<file path="src/rtl/instruction_loader.sv">
// rtl/instruction_loader.sv - framed byte-stream loader filling instruction memory
module instruction_loader #(
    parameter int          MEM_BYTES = 128,
    parameter logic [63:0] BASE_ADDR = 64'd0
) (
    input  logic        clk,
    input  logic        reset_n,
    input  logic        start,
    input  logic        in_valid,
    input  logic [7:0]  in_data,
    output logic        in_ready,
    output logic        wr_en,
    output logic [63:0] wr_addr,
    output logic [7:0]  wr_data,
    output logic        busy,
    output logic        done,
    output logic        error,
    output logic [7:0]  words_loaded
);

    localparam int CW = $clog2(MEM_BYTES) + 1;

    localparam logic [2:0] S_IDLE = 3'd0;
    localparam logic [2:0] S_LEN  = 3'd1;
    localparam logic [2:0] S_LOAD = 3'd2;
    localparam logic [2:0] S_CHK  = 3'd3;
    localparam logic [2:0] S_DONE = 3'd4;
    localparam logic [2:0] S_ERR  = 3'd5;

    logic [2:0]    state_q, state_d;
    logic [7:0]    n_q, n_d;
    logic [CW-1:0] cnt_q, cnt_d;
    logic [7:0]    chk_q, chk_d;
    logic [7:0]    words_q, words_d;
    logic          done_q, done_d;
    logic          error_q, error_d;
    logic          wr_en_q, wr_en_d;
    logic [63:0]   wr_addr_q, wr_addr_d;
    logic [7:0]    wr_data_q, wr_data_d;

    logic          ready_w;
    logic          xfer;
    logic [31:0]   len_bytes;
    logic [31:0]   last_idx;

    // Ready depends on registered state only, never on in_valid.
    assign ready_w   = (state_q == S_LEN) || (state_q == S_LOAD) || (state_q == S_CHK);
    assign xfer      = in_valid & ready_w;
    assign len_bytes = {22'd0, in_data, 2'b00};
    assign last_idx  = {22'd0, n_q, 2'b00} - 32'd1;

    always_comb begin
        state_d   = state_q;
        n_d       = n_q;
        cnt_d     = cnt_q;
        chk_d     = chk_q;
        words_d   = words_q;
        done_d    = done_q;
        error_d   = error_q;
        wr_en_d   = 1'b0;
        wr_addr_d = wr_addr_q;
        wr_data_d = wr_data_q;
        case (state_q)
            S_IDLE, S_DONE, S_ERR: begin
                if (start) begin
                    state_d = S_LEN;
                    done_d  = 1'b0;
                    error_d = 1'b0;
                    words_d = 8'd0;
                    chk_d   = 8'd0;
                    cnt_d   = '0;
                end
            end
            S_LEN: begin
                if (xfer) begin
                    if ((in_data == 8'd0) || (len_bytes > 32'(MEM_BYTES))) begin
                        state_d = S_ERR;
                        error_d = 1'b1;
                    end else begin
                        n_d     = in_data;
                        state_d = S_LOAD;
                    end
                end
            end
            S_LOAD: begin
                if (xfer) begin
                    wr_en_d   = 1'b1;
                    wr_addr_d = BASE_ADDR + 64'(cnt_q);
                    wr_data_d = in_data;
                    chk_d     = chk_q ^ in_data;
                    cnt_d     = cnt_q + CW'(1);
                    if (cnt_q[1:0] == 2'b11) begin
                        words_d = words_q + 8'd1;
                    end
                    if (32'(cnt_q) == last_idx) begin
                        state_d = S_CHK;
                    end
                end
            end
            S_CHK: begin
                if (xfer) begin
                    if (in_data == chk_q) begin
                        state_d = S_DONE;
                        done_d  = 1'b1;
                    end else begin
                        state_d = S_ERR;
                        error_d = 1'b1;
                    end
                end
            end
            default: state_d = S_IDLE;
        endcase
    end

    always_ff @(posedge clk or negedge reset_n) begin
        if (!reset_n) begin
            state_q   <= S_IDLE;
            n_q       <= 8'd0;
            cnt_q     <= '0;
            chk_q     <= 8'd0;
            words_q   <= 8'd0;
            done_q    <= 1'b0;
            error_q   <= 1'b0;
            wr_en_q   <= 1'b0;
            wr_addr_q <= 64'd0;
            wr_data_q <= 8'd0;
        end else begin
            state_q   <= state_d;
            n_q       <= n_d;
            cnt_q     <= cnt_d;
            chk_q     <= chk_d;
            words_q   <= words_d;
            done_q    <= done_d;
            error_q   <= error_d;
            wr_en_q   <= wr_en_d;
            wr_addr_q <= wr_addr_d;
            wr_data_q <= wr_data_d;
        end
    end

    assign in_ready     = ready_w;
    assign busy         = ready_w;
    assign wr_en        = wr_en_q;
    assign wr_addr      = wr_addr_q;
    assign wr_data      = wr_data_q;
    assign done         = done_q;
    assign error        = error_q;
    assign words_loaded = words_q;

endmodule

</file>
<file path="config.mk">
export PLATFORM = sky130hd
export DESIGN_NAME = instruction_loader
export DESIGN_NICKNAME = d
export VERILOG_FILES = /design/src/rtl/instruction_loader.sv
export SDC_FILE = /design/constraint.sdc
export NUM_CORES = 1
export LEC_CHECK = 0
export BUFFER_PORTS_ARGS = -buffer_cell sky130_fd_sc_hd__buf_2
export CORE_ASPECT_RATIO = 0.6
export CORE_MARGIN = 2
export CORE_UTILIZATION = 27
export CTS_CLUSTER_SIZE = 28
export DETAILED_ROUTE_END_ITERATION = 8
export GPL_TIMING_DRIVEN = 0
export SLEW_MARGIN = 10
export SYNTH_ARGS = -nofsm -noshare
export SYNTH_HDL_FRONTEND = slang
export SYNTH_SLANG_ARGS = --single-unit
export TNS_END_PERCENT = 5
</file>
<file path="constraint.sdc">
create_clock -name clk -period 2.6 [get_ports clk]
set_clock_uncertainty 0.05 [all_clocks]
set_input_delay 0.13 -clock clk [delete_from_list [all_inputs] [get_ports clk]]
set_output_delay 0.13 -clock clk [all_outputs]
set_load 0.005 [all_outputs]
</file>
# Yosys cells after proc, flatten, opt, wreduce, memory -nomap -nowiden
# Cells that the tools add are included.
[classes] n_addsub=3 n_lt_le_gt_ge=1 eq_ne=17 n_mux=27 n_bitwise=3 n_reduce_logical=16
[ops] operator="case mux 8 bit (2 select lines)" n=3
[ops] operator="two-way mux 8 bit" n=5
[ops] operator="== test 8 x 32 -> 1 bit" n=1
[ops] operator="two-way mux 3 bit" n=6
[ops] operator="adder 8 x 1 -> 8 bit, second input constant" n=2
[ops] operator="case mux 3 bit (4 select lines)" n=1
[ops] operator="subtractor 10 x 1 -> 11 bit, second input constant" n=1
[ops] operator="greater-than comparator 10 x 8 -> 1 bit, second input constant" n=1
[ops] operator="two-way mux 1 bit" n=10
[ops] operator="inequality test 2 bit, second input constant" n=5
[ops] operator="== test 8 bit" n=1
[ops] operator="zero test 8 bit" n=1
[ops] operator="inequality test 2 x 1 -> 1 bit, second input constant" n=4
[ops] operator="AND reduction 4 bit" n=2
[ops] operator="bitwise XOR 8 bit" n=1
[ops] operator="== test 3 x 2 -> 1 bit, second input constant" n=2
[ops] operator="== test 3 bit, second input constant" n=2
[ops] operator="AND reduction 3 bit" n=2
[ops] operator="AND reduction 6 bit" n=1
[ops] operator="AND reduction 5 bit" n=1
[ops] operator="nonzero test 2 bit" n=2
[ops] operator="== test 3 x 1 -> 1 bit, second input constant" n=1
[ops] operator="zero test 3 bit" n=1
[ops] operator="logical OR 1 bit" n=3
[ops] operator="other kinds (8)" n=8
[totals] ff_bits=54 input_bits=12

# Longest topological paths before layout
# Gate-level depths: netlist (run 1).
[depth] word_depth=6 mapped_depth=8 mapped_depth_nobuf=7

# Worst setup path after synthesis (run 1)
# Ideal clock, no wire load.
[synth_path] kind="input to register" start="in in_data[4]" end="reg n_q[0]" setup_ns=0.125 arrival_ns=1.595 required_time_ns=2.425 setup_slack_ns=0.830 stages=5 n_path_buf=0 path_cell_list="or4_1 -> o21ai_1 -> nand3b_2 -> nor3_4 -> mux2_2"
[synth_via] elab_chain_cells=4 elab_cells_between_ends=5 cone_classes="order compare (1); bitwise (1); reduce/logical (3)"
[synth_rtl] item="from (decl)" line_no="10" rtl="input logic [7:0] in_data,"
[synth_rtl] item="greater-than comparator 10 x 8 -> 1 bit or zero test 8 bit (tied branches)" line_no="76" rtl="if ((in_data == 8'd0) || (len_bytes > 32'(MEM_BYTES))) begin"
[synth_rtl] item="logical OR 1 bit *" line_no="76"
[synth_rtl] item="NOT 1 bit (no line) *"
[synth_rtl] item="AND reduction 3 bit (no line) *"
[synth_rtl] item="to (signal assigned)" line_no="129" rtl="n_q <= n_d;"
[synth_rtl] item="to (decl)" line_no="31" rtl="logic [7:0] n_q, n_d;"
# Mark *: on every way between the ends. The rest lies on a longest branch, timed or not.
# A chain may end at the register's enable or synchronous reset.

# Worst setup path in the final report (run 1)
[layout_path] start="reg state_q[0]" end="reg cnt_q[1]"
[layout_via] elab_chain_cells=6 elab_cells_between_ends=15 cone_classes="eq/ne (7); mux (1); bitwise (1); reduce/logical (6)"
[layout_rtl] item="from (decl)" line_no="30" rtl="logic [2:0] state_q, state_d;"
[layout_rtl] item="from (signal assigned)" line_no="128" rtl="state_q <= state_d;"
[layout_rtl] item="== test 3 x 1 -> 1 bit or == test 3 x 2 -> 1 bit (tied branches)" line_no="47, 63"
[layout_rtl] item="logical OR 1 bit (2 in series)" line_no="47" rtl="assign ready_w = (state_q == S_LEN) || (state_q == S_LOAD) || (state_q == S_CHK);"
[layout_rtl] item="AND 1 bit" line_no="48" rtl="assign xfer = in_valid & ready_w;"
[layout_rtl] item="inequality test 2 bit (no line)"
[layout_rtl] item="AND reduction 3 bit (no line)"
[layout_rtl] item="to (signal assigned)" line_no="130" rtl="cnt_q <= cnt_d;"
[layout_rtl] item="to (decl)" line_no="32" rtl="logic [CW-1:0] cnt_q, cnt_d;"
# Several ways; a longest one is shown, not always the timed one.

==> reports/qor.txt, run 1 <==
CP startpoint kind: flop
Sink Count: 54
Worst slew margin: 53.3%
largest net degree at the start of global routing: 55
IO buf count: 40
CP arrival: 2.51 ns
Final Max Tran Viols: 0
Rows: 30
worst r2r src: state_q[0]
initial antenna violation count: 0
yosys warns: 0
worst min-delay path class: input pin to flop
postcts setup bufs: 0
first-pass GRT wire length: 11.7 mm
hold_ws: 0.0571 ns
# setup viols final: 0
Area after DPL: 3700 um^2
DP HPWL: 5.54 mm
first drt pass iteration count: 4
peak supply drop: 0.325 mV
Post-synth EDFFs: 0
total power: 2.79 mW
Die Area: 12400 um^2
Setup TNS: 0 ns
most frequent cells in the layout: buf_4 (58), nand2_1 (57), conb_1 (56)
Die Y: 87.2 um
P&R area growth vs syn: 24.8%
reg2reg setup slack: 0.26 ns
1st-iter DRT viols: 125
worst hold path endpoint: wr_data[1]
GRT Residual Overflow: 0
total vias in the final route: 2476
number of buffers created by CTS: 5
Max Freq: 427 MHz
root buf cell: clkbuf_16
final RePlAce weighted congestion: 0.815
Tmin final: 2.34 ns
CTS max path bufs: 2
Via-to-Cell Ratio: 4.23
Detailed Route WL: 7.28 mm
Mapped Area: 3120 um^2
leakage power total: 2.10 nW
register bit total from synthesis: 54
FF-to-FF End: cnt_q[1]
GRT Overall Usage: 12.0%
nets: 456
nature of the critical path endpoint: flop
distinct cell type count after synthesis: 49
Most used DFF post-synth: dfrtp_1
Die Wd: 143 um
outcome: complete, no violations
htree depth: 2
routed len/inst: 12.4 um
share of layout cells above drive strength 1: 27.6%
Critical Path RT: 2.76 ns
design area: 3890 um^2
vias in the first global route: 2207
max-cap violation count: 0
post-cts sizing count: 0
Final Hold Viols: 0
Mapped Cells: 338
min-delay src: in_data[1]
power per cell area: 719 nW/um^2
synthesized area per cell: 9.22 um^2
CTS tree: built
CP max FO: 10
register area share after synthesis: 43.4%
Top-Level Pins: 97
Final Cycle Share: 90.0%
most common cell after layout, fill and taps aside: buf_4
core area: 11300 um^2
WS Path Type: flop to flop
initial core utilization: 27.7%
Worst Reg-to-Reg Cells: 8
RSZ-0062 raised after global routing: false
Synth async-reset ratio: 100%
worst slew pin tran: 0.701 ns
Worst Hold Path Cells: 3
DRC Markers: 0
Clk pin slew, worst setup/hold paths: 0.08 ns
clk_lat worst skew: 0.30 ns
fin util: 34.5%
ant diodes: 0
remaining antenna violation count: 0
==> registers in the layout, indices dropped and copies added, names as in the netlist <==
register / count
wr_addr: 8
state_q: 3
n_q: 8
chk_q: 8
wr_data: 8
words_loaded: 8
wr_en: 1
cnt_q: 8
error: 1
done: 1
==> critical path, stage by stage, from the launching register on <==
cell and delay (ns):
dfrtp_1 0.40, buf_12 0.14, nor3b_1 0.32, nand2_1 0.30, inv_1 0.15, clkbuf_1 0.42
buf_2 0.31, nand2_1 0.08, o21ai_0 0.08
==> cell usage after synthesis, types with 2 or more instances <==
master     number  area share (%)
nand4_1         2            0.40
a21boi_0        2            0.48
clkbuf_1        7            0.84
buf_4          57              14
buf_6           2            0.72
ha_1            3             1.2
nor4_1          3            0.60
xnor2_1         6             1.7
nor2b_1         2            0.40
nand3_1         4            0.64
dfrtp_1        54              43
a21oi_1         6            0.96
inv_1           6            0.72
and3_1          3            0.60
nor3_1          6            0.96
nand2_1        57             6.9
nor3b_1         2            0.48
nor2_1         30             3.6
mux2_2          7             2.5
nand2b_1        5             1.0
o2111ai_1       5             1.4
o21ai_0        25             4.0
xor2_1         18             5.1
==> per-layer routing <==
metal | vias to the layer above | routed length [um] | track usage [%]
met1 | 1182 | 3580 | 18.4
met4 | 0 | 24 | 1.89
li1 | 1221 | - | -
met5 | - | 0 | 0
met3 | 2 | 553 | 3.46
met2 | 71 | 3120 | 17.0
==> cell families after synthesis <==
logic type	after synthesis	share of synthesized area (%)
buffers and inverters	74	16.8
multiplexers	8	2.85
flip-flops	54	43.4
AO/OA/AOI/OAI	50	10.2
adder cells (fa/ha/maj)	3	1.20
other	1	0.120
XOR/XNOR	24	6.75
AND/OR/NAND/NOR	124	18.6
==> worst max-delay path by stage <==
stage | start | end | slack [ns]
finish | state_q[0] | cnt_q[1] | 0.26
global route | state_q[0] | cnt_q[1] | 0.05
CTS | state_q[0] | cnt_q[1] | 0.24
detailed placement | state_q[0] | cnt_q[1] | 0.27
global placement | state_q[0] | cnt_q[1] | 0.32
floorplan | in_data[4] | n_q[0] | 0.83
==> where the power goes <==
group	leakage (nW)	total [mW]	internal, mW	switching (mW)
Sequential	0.731	1.11	0.980	0.128
Combinational	1.29	0.897	0.413	0.485
Clock	0.0844	0.789	0.460	0.329
==> area by class of cell <==
class,instances,area [um^2]
flip-flops and latches,54,1350
multi-input cells,265,1450
well taps,144,180
inverters,6,22.5
fillers,1224,7370
clock buffers,5,125
plain buffers,68,502
repair buffers,41,213
clock inverters,3,47.5
==> through the flow <==
stage | std cells | setup slack (ns)
2_1_floorplan | 393 | 0.830
3_3_place_gp | 577 | 0.320
3_5_place_dp | 577 | 0.269
4_1_cts | 585 | 0.242
5_1_grt | 586 | 0.0517
6_report | 586 | 0.259
==> what timing repair did <==
| item | 4_1_cts | 5_1_grt |
|---|---|---|
| hold buffers | 0 | 1 |
| endpoints found under the hold margin | 0 | 54 |
| endpoints found under the setup margin | 0 | 0 |
No activity file was read; power rests on OpenSTA's default activity.
==> inputs of run 2 (changes only) <==
Settings changed: BUFFER_PORTS_ARGS -buffer_cell sky130_fd_sc_hd__buf_2 to unset, CORE_UTILIZATION 27 to 50, DONT_BUFFER_PORTS set to 1, PLACE_DENSITY set to 0.68.
Clock period 2.6 ns to 2 ns, I/O delays scaled along.
==> reports/qor.txt, run 2 (synthesized netlist as in run 1, its figures left out) <==
first drt pass iteration count: 4 (unchanged)
power share of the clock group: 23.2% (was 28.2%)
DRC Markers: 0 (unchanged)
sw frac: 35.3% (was 33.7%)
hold_ws: 0.0277 ns (was 0.0571 ns)
CP max FO: 4 (was 10)
CP arrival: 2.07 ns (was 2.51 ns)
Worst Reg-to-Reg Cells: 7 (was 8)
wire length on met1: 3.30 mm (was 3.58 mm)
Die Area: 6900 um^2 (was 12400 um^2)
WS Path Type: flop to flop (unchanged)
worst r2r src: n_q[0] (was state_q[0])
Detailed Route WL: 6.56 mm (was 7.28 mm)
routed wl met2: 2.71 mm (was 3.12 mm)
number of buffers created by CTS: 5 (unchanged)
worst min-delay path class: input pin to flop (unchanged)
max-cap violation count: 0 (unchanged)
Seq pwr share: 43.6% (was 39.6%)
multi-input logic area: 1480 um^2 (was 1450 um^2)
combinational share of power: 33.2% (was 32.1%)
critical path's largest stage delay: 0.41 ns (was 0.42 ns)
Max Freq: 523 MHz (was 427 MHz)
fin util: 61.7% (was 34.5%)
final RePlAce weighted congestion: 0.870 (was 0.815)
peak supply drop: 0.404 mV (was 0.325 mV)
power per cell area: 894 nW/um^2 (was 719 nW/um^2)
internal power: 2.16 mW (was 1.85 mW)
DP HPWL: 4.84 mm (was 5.54 mm)
# setup viols final: 0 (unchanged)
met3 wire len: 519 um (was 553 um)
worst hold path endpoint: state_q[2] (was wr_data[1])
total vias in the final route: 2405 (was 2476)
Critical Path RT: 2.16 ns (was 2.76 ns)
P&R area growth vs syn: 19.9% (was 24.8%)
IO buf count: 0 (was 40)
Clk pin slew, worst setup/hold paths: 0.10 ns (was 0.08 ns)
Layout fillers: 531 (was 1224)
vias in the first global route: 2180 (was 2207)
1st-iter DRT viols: 134 (was 125)
min-delay src: start (was in_data[1])
largest net degree at the start of global routing: 55 (unchanged)
cell chain of the critical path: inv_1 > ha_1 > xor2_1 > o2111ai_1 > nor4_1 > o211ai_1 > a221oi_1 (was buf_12 > nor3b_1 > nand2_1 > inv_1 > clkbuf_1 > buf_2 > nand2_1 > o21ai_0)
top routing layer in use: met4 (unchanged)
slowest CP cell: dfrtp_1 (was clkbuf_1)
Rows: 22 (was 30)
GRT Residual Overflow: 0 (unchanged)
net switching power: 1.18 mW (was 0.941 mW)
initial core utilization: 51.4% (was 27.7%)
Die Y: 65.1 um (was 87.2 um)
routed len/inst: 13.2 um (was 12.4 um)
htree depth: 2 (unchanged)
core area: 6060 um^2 (was 11300 um^2)
reg2reg setup slack: 0.09 ns (was 0.26 ns)
CTS max path bufs: 2 (unchanged)
outcome: complete, no violations (unchanged)
Final Hold Viols: 0 (unchanged)
ant diodes: 0 (unchanged)
Via-to-Cell Ratio: 4.83 (was 4.23)
Sink Count: 54 (unchanged)
Tmin final: 1.91 ns (was 2.34 ns)
Worst slew margin: 63.8% (was 53.3%)
initial antenna violation count: 0 (unchanged)
nature of the critical path endpoint: flop (unchanged)
CP startpoint kind: flop (unchanged)
worst slew pin tran: 0.544 ns (was 0.701 ns)
Die Wd: 106 um (was 143 um)
RSZ-0062 raised after global routing: true (was false)
total power: 3.34 mW (was 2.79 mW)
CTS tree: built (unchanged)
Seq. cell area: 1350 um^2 (unchanged)
Final Cycle Share: 95.6% (was 90.0%)
first-pass GRT wire length: 10.8 mm (was 11.7 mm)
Top-Level Pins: 97 (unchanged)
root buf cell: clkbuf_8 (was clkbuf_16)
share of layout cells above drive strength 1: 22.0% (was 27.6%)
nets: 428 (was 456)
leakage power total: 1.95 nW (was 2.10 nW)
remaining antenna violation count: 0 (unchanged)
Worst Hold Path Cells: 2 (was 3)
clk_lat worst skew: 0.32 ns (was 0.30 ns)
most frequent cells in the layout: buf_4 (58), nand2_1 (56), conb_1 (56) (was buf_4 (58), nand2_1 (57), conb_1 (56))
FF-to-FF End: state_q[0] (was cnt_q[1])
GRT Overall Usage: 20.0% (was 12.0%)
most common cell after layout, fill and taps aside: buf_4 (unchanged)
Final Max Tran Viols: 0 (unchanged)
==> run 2: worst max-delay path by stage <==
stage                  to  slack [ns]  startpoint
2_1_floorplan      n_q[0]        0.26  in_data[4]
3_3_place_gp     cnt_q[1]       -0.13  state_q[0]
3_5_place_dp   wr_addr[7]       -0.16  state_q[0]
4_1_cts            n_q[5]      -0.006  state_q[1]
5_1_grt        state_q[0]       -0.10      n_q[1]
6_report       state_q[0]        0.09      n_q[0]
==> run 2: routing by layer <==
layer / global-route usage [%] / vias up
met3: 5.95 / 4
met2: 28.4 / 89
met5: 0 / -
met4: 3.78 / 0
li1: - / 1169
met1: 30.4 / 1143
==> run 2: power by group through the flow <==
stage / Sequential, mW / Clock (mW) / Combinational (mW)
4_1_cts: 1.46 / 0.787 / 1.05
5_1_grt: 1.49 / 0.841 / 1.23
3_5_place_dp: 1.48 / 0 / 0.996
3_3_place_gp: 1.47 / 0 / 0.968
6_report: 1.46 / 0.775 / 1.11
2_1_floorplan: 1.43 / 0 / 0.826
==> run 2: timing repair <==
item | 4_1_cts | 5_1_grt
endpoints found under the setup margin | 20 | 28
hold endpoints to repair | 78 | 3
pin swaps | 0 | 1
hold buffers | 10 | 1
setup buffers | 0 | 2
resized for setup | 3 | 7
==> run 2: layout make-up <==
class	count	share of cell area (%)
flip-flops and latches	54	36.2
inverters	6	0.603
multi-input cells	265	39.7
clock buffers	5	1.84
clock inverters	3	1.27
plain buffers	68	13.5
well taps	84	2.81
repair buffers	13	4.15
==> run 2: worst max-delay path, delay by kind of cell (launching register included) <==
kind / cells / cell delay, ns
AND/OR/NAND/NOR: 1 / 0.24
AO/OA/AOI/OAI: 3 / 0.60
XOR/XNOR: 1 / 0.16
buffers and inverters: 1 / 0.06
flip-flops: 1 / 0.41
adder cells (fa/ha/maj): 1 / 0.30
==> run 2: through the flow <==
step / setup TNS, ns / cells / area [um^2] / setup WS (ns)
6_report: 0 / 498 / 3740 / 0.0890
5_1_grt: -0.104 / 498 / 3740 / -0.101
4_1_cts: -0.00583 / 495 / 3670 / -0.00583
3_5_place_dp: -1.59 / 477 / 3430 / -0.157
3_3_place_gp: -0.995 / 477 / 3430 / -0.127
2_1_floorplan: 0 / 393 / 3320 / 0.260
